--- config.mk ---
export PLATFORM = sky130hd
export DESIGN_NAME = spi_msg_streamer_flat
export DESIGN_NICKNAME = d
export VERILOG_FILES = /design/src/rtl/spi_msg_pkg.sv /design/src/rtl/spi_msg_streamer_if.sv /design/src/rtl/spi_msg_ram.sv /design/src/rtl/spi_msg_streamer.sv /design/src/flat_wrapper.sv
export SDC_FILE = /design/constraint.sdc
export NUM_CORES = 1
export LEC_CHECK = 0
export CAP_MARGIN = 40
export CORE_MARGIN = 5
export CORE_UTILIZATION = 60
export CTS_BUF_LIST = sky130_fd_sc_hd__clkbuf_2 sky130_fd_sc_hd__clkbuf_4 sky130_fd_sc_hd__clkbuf_8
export CTS_CLUSTER_DIAMETER = 120
export DETAILED_ROUTE_END_ITERATION = 10
export PLACE_DENSITY = 0.84
export SLEW_MARGIN = 20
export SYNTH_ARGS = -nofsm -noshare
export SYNTH_HDL_FRONTEND = slang
export SYNTH_SLANG_ARGS = --single-unit
--- constraint.sdc ---
create_clock -name clk_i -period 7.25 [get_ports clk_i]
set_input_delay 1.0875 -clock clk_i [delete_from_list [all_inputs] [get_ports clk_i]]
set_output_delay 1.0875 -clock clk_i [all_outputs]
set_load 0.05 [all_outputs]
--- src/rtl/spi_msg_pkg.sv ---
// Shared types and constants for the SPI message streamer.
package spi_msg_pkg;

  localparam int BYTE_W = 8;

  typedef enum logic [2:0] {
    ST_IDLE  = 3'd0,
    ST_SETUP = 3'd1,
    ST_FETCH = 3'd2,
    ST_SEND  = 3'd3,
    ST_WAIT  = 3'd4,
    ST_GAP   = 3'd5,
    ST_HOLD  = 3'd6
  } state_e;

  // Address width of a DEPTH-entry buffer (never below 1 bit).
  function automatic int aw_of(input int depth);
    return (depth < 2) ? 1 : $clog2(depth);
  endfunction

endpackage

--- src/rtl/spi_msg_streamer_if.sv ---
// Host-side and SPI_Master-side signal bundle of the streamer.
interface spi_msg_if
  import spi_msg_pkg::*;
#(
  parameter int DEPTH = 16
);
  localparam int AW = aw_of(DEPTH);

  logic              wr_en_i;
  logic [AW-1:0]     wr_addr_i;
  logic [BYTE_W-1:0] wr_data_i;
  logic              wr_err_o;
  logic [AW:0]       len_i;
  logic              start_i;
  logic              repeat_i;
  logic              abort_i;
  logic              busy_o;
  logic              done_o;
  logic              aborted_o;
  logic [AW:0]       byte_cnt_o;
  logic [AW-1:0]     rd_addr_i;
  logic [BYTE_W-1:0] rd_data_o;
  logic [BYTE_W-1:0] tx_byte_o;
  logic              tx_dv_o;
  logic              tx_ready_i;
  logic              rx_dv_i;
  logic [BYTE_W-1:0] rx_byte_i;
  logic              cs_n_o;

  // Streamer view.
  modport slave (
    input  wr_en_i, wr_addr_i, wr_data_i, len_i, start_i, repeat_i, abort_i,
           rd_addr_i, tx_ready_i, rx_dv_i, rx_byte_i,
    output wr_err_o, busy_o, done_o, aborted_o, byte_cnt_o, rd_data_o,
           tx_byte_o, tx_dv_o, cs_n_o
  );

  // Controller / SPI_Master view.
  modport master (
    output wr_en_i, wr_addr_i, wr_data_i, len_i, start_i, repeat_i, abort_i,
           rd_addr_i, tx_ready_i, rx_dv_i, rx_byte_i,
    input  wr_err_o, busy_o, done_o, aborted_o, byte_cnt_o, rd_data_o,
           tx_byte_o, tx_dv_o, cs_n_o
  );
endinterface

--- src/rtl/spi_msg_ram.sv ---
// DEPTH x 8 simple dual-port RAM with a registered, enabled read port.
module spi_msg_ram
  import spi_msg_pkg::*;
#(
  parameter int DEPTH = 16,
  parameter int AW    = aw_of(DEPTH)
) (
  input  logic              clk_i,
  input  logic              reset_i,
  input  logic              we_i,
  input  logic [AW-1:0]     waddr_i,
  input  logic [BYTE_W-1:0] wdata_i,
  input  logic              re_i,
  input  logic [AW-1:0]     raddr_i,
  output logic [BYTE_W-1:0] rdata_o
);
  logic [BYTE_W-1:0] mem [DEPTH];
  logic [BYTE_W-1:0] rdata_q, rdata_d;

  // Read data only moves when a read is enabled, so it holds between fetches.
  always_comb begin
    rdata_d = rdata_q;
    if (re_i) rdata_d = mem[raddr_i];
  end

  // Storage array is deliberately left unreset.
  always_ff @(posedge clk_i) begin
    if (we_i) mem[waddr_i] <= wdata_i;
  end

  // Read register; a same-cycle write to the read address returns old data.
  always_ff @(posedge clk_i or posedge reset_i) begin
    if (reset_i) rdata_q <= '0;
    else         rdata_q <= rdata_d;
  end

  assign rdata_o = rdata_q;
endmodule

--- src/rtl/spi_msg_streamer.sv ---
// Streams a buffered message into SPI_Master's byte handshake with CS framing,
// inter-byte gap, repeat and abort, capturing MISO bytes into a read buffer.
module spi_msg_streamer
  import spi_msg_pkg::*;
#(
  parameter int DEPTH      = 16,
  parameter int GAP_CYCLES = 4,
  parameter int CS_SETUP   = 2,
  parameter int CS_HOLD    = 2
) (
  input  logic   clk_i,
  input  logic   reset_i,
  spi_msg_if.slave bus
);
  localparam int AW = aw_of(DEPTH);
  localparam int CW = 16;

  state_e        state_q, state_d;
  logic [CW-1:0] cnt_q, cnt_d;
  logic [AW-1:0] idx_q, idx_d;
  logic [AW:0]   len_q, len_d, byte_cnt_q, byte_cnt_d;
  logic cs_n_q, cs_n_d, busy_q, busy_d, done_q, done_d, aborted_q, aborted_d;
  logic wr_err_q, wr_err_d, abort_pend_q, abort_pend_d, rearm_q, rearm_d;
  logic abort_any, fire, last_byte, msg_we, msg_re, cap_we;
  logic [BYTE_W-1:0] msg_rdata;

  assign abort_any = abort_pend_q | (bus.abort_i & busy_q);
  assign fire      = (state_q == ST_SEND) & bus.tx_ready_i;
  assign last_byte = ({1'b0, idx_q} + (AW+1)'(1)) >= len_q;
  assign msg_we    = bus.wr_en_i & ~busy_q;
  assign msg_re    = (state_q == ST_FETCH);
  assign cap_we    = (state_q == ST_WAIT) & bus.rx_dv_i;

  spi_msg_ram #(.DEPTH(DEPTH), .AW(AW)) u_msg (
    .clk_i(clk_i), .reset_i(reset_i),
    .we_i(msg_we), .waddr_i(bus.wr_addr_i), .wdata_i(bus.wr_data_i),
    .re_i(msg_re), .raddr_i(idx_q), .rdata_o(msg_rdata)
  );

  spi_msg_ram #(.DEPTH(DEPTH), .AW(AW)) u_cap (
    .clk_i(clk_i), .reset_i(reset_i),
    .we_i(cap_we), .waddr_i(idx_q), .wdata_i(bus.rx_byte_i),
    .re_i(1'b1), .raddr_i(bus.rd_addr_i), .rdata_o(bus.rd_data_o)
  );

  // Frame sequencer: next-state and output-register computation.
  always_comb begin
    state_d      = state_q;
    cnt_d        = cnt_q;
    idx_d        = idx_q;
    len_d        = len_q;
    byte_cnt_d   = byte_cnt_q;
    cs_n_d       = cs_n_q;
    busy_d       = busy_q;
    rearm_d      = rearm_q;
    done_d       = 1'b0;
    aborted_d    = 1'b0;
    wr_err_d     = bus.wr_en_i & busy_q;
    abort_pend_d = abort_any;
    case (state_q)
      ST_IDLE: begin
        if (bus.start_i) begin
          if (bus.len_i != '0) begin
            state_d      = ST_SETUP;
            cs_n_d       = 1'b0;
            busy_d       = 1'b1;
            len_d        = (bus.len_i > (AW+1)'(DEPTH)) ? (AW+1)'(DEPTH) : bus.len_i;
            idx_d        = '0;
            byte_cnt_d   = '0;
            cnt_d        = '0;
            rearm_d      = 1'b0;
          end else begin
            done_d = 1'b1;
          end
        end
      end
      ST_SETUP: begin
        if (abort_any) begin
          state_d = ST_HOLD;
          cnt_d   = '0;
          rearm_d = 1'b0;
        end else if (rearm_q) begin
          // One-cycle CS high between repeated frames ends here.
          cs_n_d  = 1'b0;
          rearm_d = 1'b0;
        end else if (cnt_q == CW'(CS_SETUP - 1)) begin
          state_d = ST_FETCH;
          cnt_d   = '0;
        end else begin
          cnt_d = cnt_q + CW'(1);
        end
      end
      ST_FETCH: begin
        state_d = abort_any ? ST_HOLD : ST_SEND;
        cnt_d   = '0;
      end
      ST_SEND: begin
        if (fire) state_d = ST_WAIT;
      end
      ST_WAIT: begin
        if (bus.rx_dv_i) begin
          byte_cnt_d = byte_cnt_q + (AW+1)'(1);
          cnt_d      = '0;
          if (last_byte || abort_any) begin
            state_d = ST_HOLD;
          end else if (GAP_CYCLES == 0) begin
            state_d = ST_FETCH;
            idx_d   = idx_q + AW'(1);
          end else begin
            state_d = ST_GAP;
          end
        end
      end
      ST_GAP: begin
        if (abort_any) begin
          state_d = ST_HOLD;
          cnt_d   = '0;
        end else if (cnt_q == CW'(GAP_CYCLES - 1)) begin
          state_d = ST_FETCH;
          idx_d   = idx_q + AW'(1);
          cnt_d   = '0;
        end else begin
          cnt_d = cnt_q + CW'(1);
        end
      end
      ST_HOLD: begin
        if (cnt_q == CW'(CS_HOLD - 1)) begin
          cnt_d  = '0;
          cs_n_d = 1'b1;
          if (bus.repeat_i && !abort_any) begin
            state_d    = ST_SETUP;
            rearm_d    = 1'b1;
            idx_d      = '0;
            byte_cnt_d = '0;
          end else begin
            state_d      = ST_IDLE;
            busy_d       = 1'b0;
            done_d       = 1'b1;
            aborted_d    = abort_any;
            abort_pend_d = 1'b0;
          end
        end else begin
          cnt_d = cnt_q + CW'(1);
        end
      end
      default: state_d = ST_IDLE;
    endcase
  end

  // State and output registers.
  always_ff @(posedge clk_i or posedge reset_i) begin
    if (reset_i) begin
      state_q      <= ST_IDLE;
      cnt_q        <= '0;
      idx_q        <= '0;
      len_q        <= '0;
      byte_cnt_q   <= '0;
      cs_n_q       <= 1'b1;
      busy_q       <= 1'b0;
      done_q       <= 1'b0;
      aborted_q    <= 1'b0;
      wr_err_q     <= 1'b0;
      abort_pend_q <= 1'b0;
      rearm_q      <= 1'b0;
    end else begin
      state_q      <= state_d;
      cnt_q        <= cnt_d;
      idx_q        <= idx_d;
      len_q        <= len_d;
      byte_cnt_q   <= byte_cnt_d;
      cs_n_q       <= cs_n_d;
      busy_q       <= busy_d;
      done_q       <= done_d;
      aborted_q    <= aborted_d;
      wr_err_q     <= wr_err_d;
      abort_pend_q <= abort_pend_d;
      rearm_q      <= rearm_d;
    end
  end

  // tx_dv_o is qualified by tx_ready_i in the same cycle so it never fires into a busy master.
  assign bus.tx_dv_o    = fire;
  assign bus.tx_byte_o  = msg_rdata;
  assign bus.cs_n_o     = cs_n_q;
  assign bus.busy_o     = busy_q;
  assign bus.done_o     = done_q;
  assign bus.aborted_o  = aborted_q;
  assign bus.wr_err_o   = wr_err_q;
  assign bus.byte_cnt_o = byte_cnt_q;
endmodule

--- src/flat_wrapper.sv ---
// flat-port wrapper written by rule: the top's interface ports become plain ports
module spi_msg_streamer_flat import spi_msg_pkg::*;
#(
  parameter int DEPTH      = 16,
  parameter int GAP_CYCLES = 4,
  parameter int CS_SETUP   = 2,
  parameter int CS_HOLD    = 2
)
  (clk_i, reset_i, bus_wr_en_i, bus_wr_addr_i, bus_wr_data_i, bus_len_i, bus_start_i, bus_repeat_i, bus_abort_i, bus_rd_addr_i, bus_tx_ready_i, bus_rx_dv_i, bus_rx_byte_i, bus_wr_err_o, bus_busy_o, bus_done_o, bus_aborted_o, bus_byte_cnt_o, bus_rd_data_o, bus_tx_byte_o, bus_tx_dv_o, bus_cs_n_o);
  spi_msg_if #(.DEPTH(DEPTH)) bus_i ();
  input  logic clk_i;
  input  logic reset_i;
  input wire logic [$bits(bus_i.wr_en_i)-1:0] bus_wr_en_i;
  input wire logic [$bits(bus_i.wr_addr_i)-1:0] bus_wr_addr_i;
  input wire logic [$bits(bus_i.wr_data_i)-1:0] bus_wr_data_i;
  input wire logic [$bits(bus_i.len_i)-1:0] bus_len_i;
  input wire logic [$bits(bus_i.start_i)-1:0] bus_start_i;
  input wire logic [$bits(bus_i.repeat_i)-1:0] bus_repeat_i;
  input wire logic [$bits(bus_i.abort_i)-1:0] bus_abort_i;
  input wire logic [$bits(bus_i.rd_addr_i)-1:0] bus_rd_addr_i;
  input wire logic [$bits(bus_i.tx_ready_i)-1:0] bus_tx_ready_i;
  input wire logic [$bits(bus_i.rx_dv_i)-1:0] bus_rx_dv_i;
  input wire logic [$bits(bus_i.rx_byte_i)-1:0] bus_rx_byte_i;
  output wire logic [$bits(bus_i.wr_err_o)-1:0] bus_wr_err_o;
  output wire logic [$bits(bus_i.busy_o)-1:0] bus_busy_o;
  output wire logic [$bits(bus_i.done_o)-1:0] bus_done_o;
  output wire logic [$bits(bus_i.aborted_o)-1:0] bus_aborted_o;
  output wire logic [$bits(bus_i.byte_cnt_o)-1:0] bus_byte_cnt_o;
  output wire logic [$bits(bus_i.rd_data_o)-1:0] bus_rd_data_o;
  output wire logic [$bits(bus_i.tx_byte_o)-1:0] bus_tx_byte_o;
  output wire logic [$bits(bus_i.tx_dv_o)-1:0] bus_tx_dv_o;
  output wire logic [$bits(bus_i.cs_n_o)-1:0] bus_cs_n_o;
  assign bus_i.wr_en_i = bus_wr_en_i;
  assign bus_i.wr_addr_i = bus_wr_addr_i;
  assign bus_i.wr_data_i = bus_wr_data_i;
  assign bus_i.len_i = bus_len_i;
  assign bus_i.start_i = bus_start_i;
  assign bus_i.repeat_i = bus_repeat_i;
  assign bus_i.abort_i = bus_abort_i;
  assign bus_i.rd_addr_i = bus_rd_addr_i;
  assign bus_i.tx_ready_i = bus_tx_ready_i;
  assign bus_i.rx_dv_i = bus_rx_dv_i;
  assign bus_i.rx_byte_i = bus_rx_byte_i;
  assign bus_wr_err_o = bus_i.wr_err_o;
  assign bus_busy_o = bus_i.busy_o;
  assign bus_done_o = bus_i.done_o;
  assign bus_aborted_o = bus_i.aborted_o;
  assign bus_byte_cnt_o = bus_i.byte_cnt_o;
  assign bus_rd_data_o = bus_i.rd_data_o;
  assign bus_tx_byte_o = bus_i.tx_byte_o;
  assign bus_tx_dv_o = bus_i.tx_dv_o;
  assign bus_cs_n_o = bus_i.cs_n_o;
  spi_msg_streamer #(.DEPTH(DEPTH), .GAP_CYCLES(GAP_CYCLES), .CS_SETUP(CS_SETUP), .CS_HOLD(CS_HOLD)) u_core (.clk_i(clk_i), .reset_i(reset_i), .bus(bus_i));
endmodule
# Word-level counts from Yosys, hierarchy flattened
# Memories as Yosys holds them, arrays and structs flattened. A register that Yosys moved wholly into a read port is not among the register bits.
# Cells that the tools add are included.
# word_totals
in_bits	37
mem_bits_rw	256
out_inout_bits	27
elab_cells	133
memories	2
reg_bits	40
# op_classes
muxes	66
bitwise_logic	7
reduce_logical	18
order_cmp	2
eq_ne	22
n_addsub	4
# mem_list
memory	words	width	read_ports	rd_ports_with_merged_regs	wr	line	source
u_core.u_cap.mem	16	8	1	1	1	spi_msg_ram.sv:17	logic [BYTE_W-1:0] mem [DEPTH];
u_core.u_msg.mem	16	8	1	1	1	spi_msg_ram.sv:17	
# ops
operator	count
$mux W16	8
$pmux W16 S6	1
$mux W3	11
$mux W5	6
$mux W1	26
$mux W4	6
$pmux W3 S7	1
$add A16 B1 Y16 const B	1
$eq A16 B1 Y1 const B	1
$eq A16 B2 Y1 const B	1
$pmux W5 S3	1
$reduce_and A5 Y1	3
$ne A2 B2 Y1 const B	6
$pmux W4 S3	1
$reduce_and A6 Y1	2
$ne A2 B1 Y1 const B	5
$eq A3 B3 Y1 const B	3
$reduce_bool A3 Y1	3
$reduce_and A8 Y1	1
$reduce_and A7 Y1	1
$eq A3 B2 Y1 const B	2
$ne A3 B1 Y1 const B	2
$pmux W1 S3	2
$reduce_bool A6 Y1	1
19 further kinds	24

# Depth between registers and ports, before layout
# logic_depth
ltp_word	7
mapped_depth	10
ltp_nobuf	8

# By module
# From an unflattened synthesis, not the netlist that was laid out.
# hier_totals
cells_unflattened	744
hier_area_um2	13183.9
# modules_own_cells
module	area_each_um2	cells_each	seq_area_each_um2	instances
spi_msg_ram	5335.1	241	4043.9	2
spi_msg_streamer	2513.7	262	1002.2	1

# Worst setup path after synthesis
# OpenSTA, ideal clock, no wires.
# synth_path
path_kind	input to output
startpoint	input bus_tx_ready_i
endpoint	output bus_tx_dv_o
required_ns	6.162
path_buffers	0
arrival_time_ns	2.233
slack_ns	3.929
cell_stages	1
cell_sequence	nor3b_1
# synth_between
elab_chain_cells	1
# synth_rtl
element	line	source
start, declared	flat_wrapper.sv:21	input wire logic [$bits(bus_i.tx_ready_i)-1:0] bus_tx_ready_i;
$and A1 B1 Y1	spi_msg_streamer.sv:28	assign fire = (state_q == ST_SEND) & bus.tx_ready_i;
end, declared	flat_wrapper.sv:31	output wire logic [$bits(bus_i.tx_dv_o)-1:0] bus_tx_dv_o;
# Every way passes these cells.

# Worst setup path in the final report
# layout_path
startpoint	register u_core.state_q[1]
endpoint	output bus_tx_dv_o
# layout_between
elab_chain_cells	2
# layout_rtl
element	line	source
start, declared	spi_msg_streamer.sv:18	state_e state_q, state_d;
start signal, assigned	spi_msg_streamer.sv:166	state_q <= state_d;
$eq A3 B2 Y1	spi_msg_streamer.sv:28	
$and A1 B1 Y1	spi_msg_streamer.sv:28	
# Every way passes these cells.

==> metrics <==
status completed; min cycle time layout 3820 ps; WP data arrival 2730 ps; unrepaired setup endpoints after global routing no; n_diodes 0; # port buffers 63; initial antenna violation count 0; Primary FF master, synth edfxtp_1; via count 7096; Synth async-reset ratio 0.179; vias in the first global route 7250; drt wl/cell 23.7 microns; Yosys top cell area share 0.598; post-route ant nets 0; startpoint types register; Remaining DRCs 0; final hold violation count 0; initial detailed-routing violation count 573; Die H 156 microns; Setup Fix Bufs, Post-CTS 0; pwr dens 306 nW/um^2; class of the worst hold path register to register; Data required, critical path 6160 ps; GPL Wtd Cong 0.824; Leak 5.12 nW; IO Count 64; Switching Share 0.287; worst reg2reg startpoint u_core.state_q[2]; Worst VDD drop 0.000248 V; area growth from synthesis to layout 15.3%; Worst-path clk slew 60 ps; Yosys cell types 69; final setup fails 0; total gr overflow 0; Die W 156 microns; final worst path period share 0.527; Max Clock Freq 262 MHz; P_sw 0.00130 W; drt first pass iters 7; Slew Limit Fails 0; Fillers 1276; clock tree buffer depth 3; clock power share 0.328; Placed Instance Area 13700 sq um; gr usage total 0.224; fin util 0.703; max_cap viols 0; final instance area 14800 sq um; Syn Nets 777; fraction of layout cells with a size suffix above 1 0.223; core area 21100 sq um; CTS tree built; post-DR vias/cell 6.25; Setup crit end kind primary output; area leader, netlist edfxtp_1; CP Launch Point u_core.state_q[1]; Root Driver clkbuf_8; CTS resizes 0; Multi-input gate area 3550 sq um; setup TNS 0 ps; register area share after synthesis 0.707; Sequential Area 9090 sq um; Crit Path Class register to primary output; global-route wire length before repair 41.4 mm; Post-CTS Hold Fix Bufs 0; pin count of the biggest net entering global routing 57; crit path max fanout 23; H-tree levels 2; syn_area_per_cell 17.7 sq um; Comb pwr share 0.199; cell internal pwr 0.00323 W; Sequential Power Share 0.472; Yosys warnings 0; Netlist Area Pre-Place 12900 sq um; TritonCTS Sinks 312; Post-synth EDFFs 256; starting density of the core 0.609; main area contributors after synthesis edfxtp_1 60%, mux4_2 13%, dfrtp_1 11%; worst clock skew 35.7 ps; slew of the pin with the lowest slew margin 850 ps; DP HPWL 16.9 mm; Worst slew margin 0.431; Hold Startpoint u_core.len_q[1]; Routed WL 26.9 mm; die area 24400 sq um; # rows 53; Final nets 874; Post-Syn Instances 728; register bit total from synthesis 312; clk_lat worst skew 590 ps; number of CTS-inserted buffers 48
[critical path, stage by stage (launching register included)]
cell and delay (ps):
dfrtp_1 800, nand2_1 270, nor3b_1 250, clkdlybuf4s50_1 830
[logic make-up (layout without fill, tap and decap cells)]
family / after synthesis / in the layout / share of synthesized area
flip-flops: 312 / 312 / 0.707
multiplexers: 85 / 85 / 0.136
XOR/XNOR: 13 / 13 / 0.00886
adder cells (fa/ha/maj): 12 / 12 / 0.0117
AND/OR/NAND/NOR: 200 / 200 / 0.0835
AO/OA/AOI/OAI: 59 / 59 / 0.0360
buffers and inverters: 47 / 180 / 0.0162
[routing by layer]
layer | wire [microns] | up-vias | global-route usage | part of all wire
met4 | 586 | 0 | 0.0624 | 0.022
met1 | 10400 | 3624 | 0.306 | 0.39
li1 | - | 3092 | - | -
met2 | 14000 | 329 | 0.375 | 0.52
met5 | 0 | - | 0 | 0
met3 | 1950 | 51 | 0.0454 | 0.072
[registers in the layout, indices dropped and copies added, names as in the netlist]
| name | flops |
|---|---|
| u_core.bus.done_o | 1 |
| u_core.u_msg.mem | 128 |
| u_core.u_cap.rdata_o | 8 |
| u_core.bus.cs_n_o | 1 |
| u_core.len_q | 5 |
| u_core.u_msg.rdata_o | 8 |
| u_core.u_cap.mem | 128 |
| u_core.cnt_q | 16 |
| u_core.rearm_q | 1 |
| u_core.state_q | 3 |
| u_core.bus.aborted_o | 1 |
| u_core.abort_pend_q | 1 |
| u_core.bus.wr_err_o | 1 |
| u_core.bus.busy_o | 1 |
| u_core.bus.byte_cnt_o | 5 |
| u_core.idx_q | 4 |
[through the flow]
stage | setup WS (ps) | cells | power [W] | hold slack (ps)
after floorplan | 3930 | 728 | 0.00281 | 450
after global placement | 3570 | 1041 | 0.00303 | 477
after detailed placement | 3560 | 1042 | 0.00308 | 490
after CTS | 3410 | 1128 | 0.00456 | 503
after global routing | 3310 | 1136 | 0.00473 | 532
final | 3430 | 1136 | 0.00453 | 498
[cell usage after synthesis (4+ instances only)]
library cell  instances
edfxtp_1            256
mux4_2               72
nand2_1              58
dfrtp_1              55
nor2_1               38
nor3_1               21
and2_1               18
clkbuf_1             15
ha_1                 12
inv_1                12
xnor2_1              12
mux2i_1              11
buf_2                10
nand2b_1              9
a221o_1               8
nand3_1               8
nand4_1               7
a21o_1                6
a21oi_1               6
o21ai_0               6
buf_1                 5
nor3b_1               5
o31ai_1               5
a31oi_1               4
nor4_1                4
or3_1                 4
[cell usage in the layout, fill, tap and decap left out, types with 3 or more instances in the layout]
master,instances
nand2_1,58
xnor2_1,12
a21o_1,6
nand2b_1,9
or4_1,3
and2_1,18
mux4_2,72
o21ai_1,3
edfxtp_1,256
clkdlybuf4s50_1,62
and3_1,3
nor3_1,21
nor2_1,38
o211ai_1,3
a21oi_1,6
clkinv_1,5
clkinv_2,8
dfrtp_1,54
and4_1,3
buf_4,15
clkbuf_4,13
or3_1,4
a221o_1,8
ha_1,12
a31oi_1,4
nand4_1,7
o21ai_0,6
o31ai_1,5
clkbuf_8,57
inv_1,11
inv_2,3
mux2i_1,11
nor3b_1,5
nand3_1,8
nor4_1,4
[power by group through the flow]
stage	clock, W	sequential [W]	combinational (W)
finish	0.00149	0.00214	0.000903
global route	0.00161	0.00215	0.000975
CTS	0.00151	0.00214	0.000908
detailed placement	0	0.00218	0.000903
global placement	0	0.00217	0.000865
floorplan	0	0.00225	0.000559
[cell type report]
type,count,area share
clock buffer,70,0.0595
clock inverter,16,0.00751
inverter,14,0.00355
multi-input combinational,369,0.240
sequential,312,0.613
tap,275,0.0232
timing repair buffer,80,0.0530
[path summary, 6_finish.rpt]
kind	endpoint	slack, ps	cells past startpoint
setup / recovery	bus_tx_dv_o	3430	3
hold / removal	u_core.len_q[1]	500	2
setup reg to reg	u_core.u_cap.mem[8][3]	4350	5
hold reg to reg	u_core.len_q[1]	500	2
max in group asynchronous	u_core.bus.cs_n_o	5890	4
min in group asynchronous	u_core.u_cap.rdata_o[6]	820	3
Note: power is estimated with default switching activity, not from simulation.
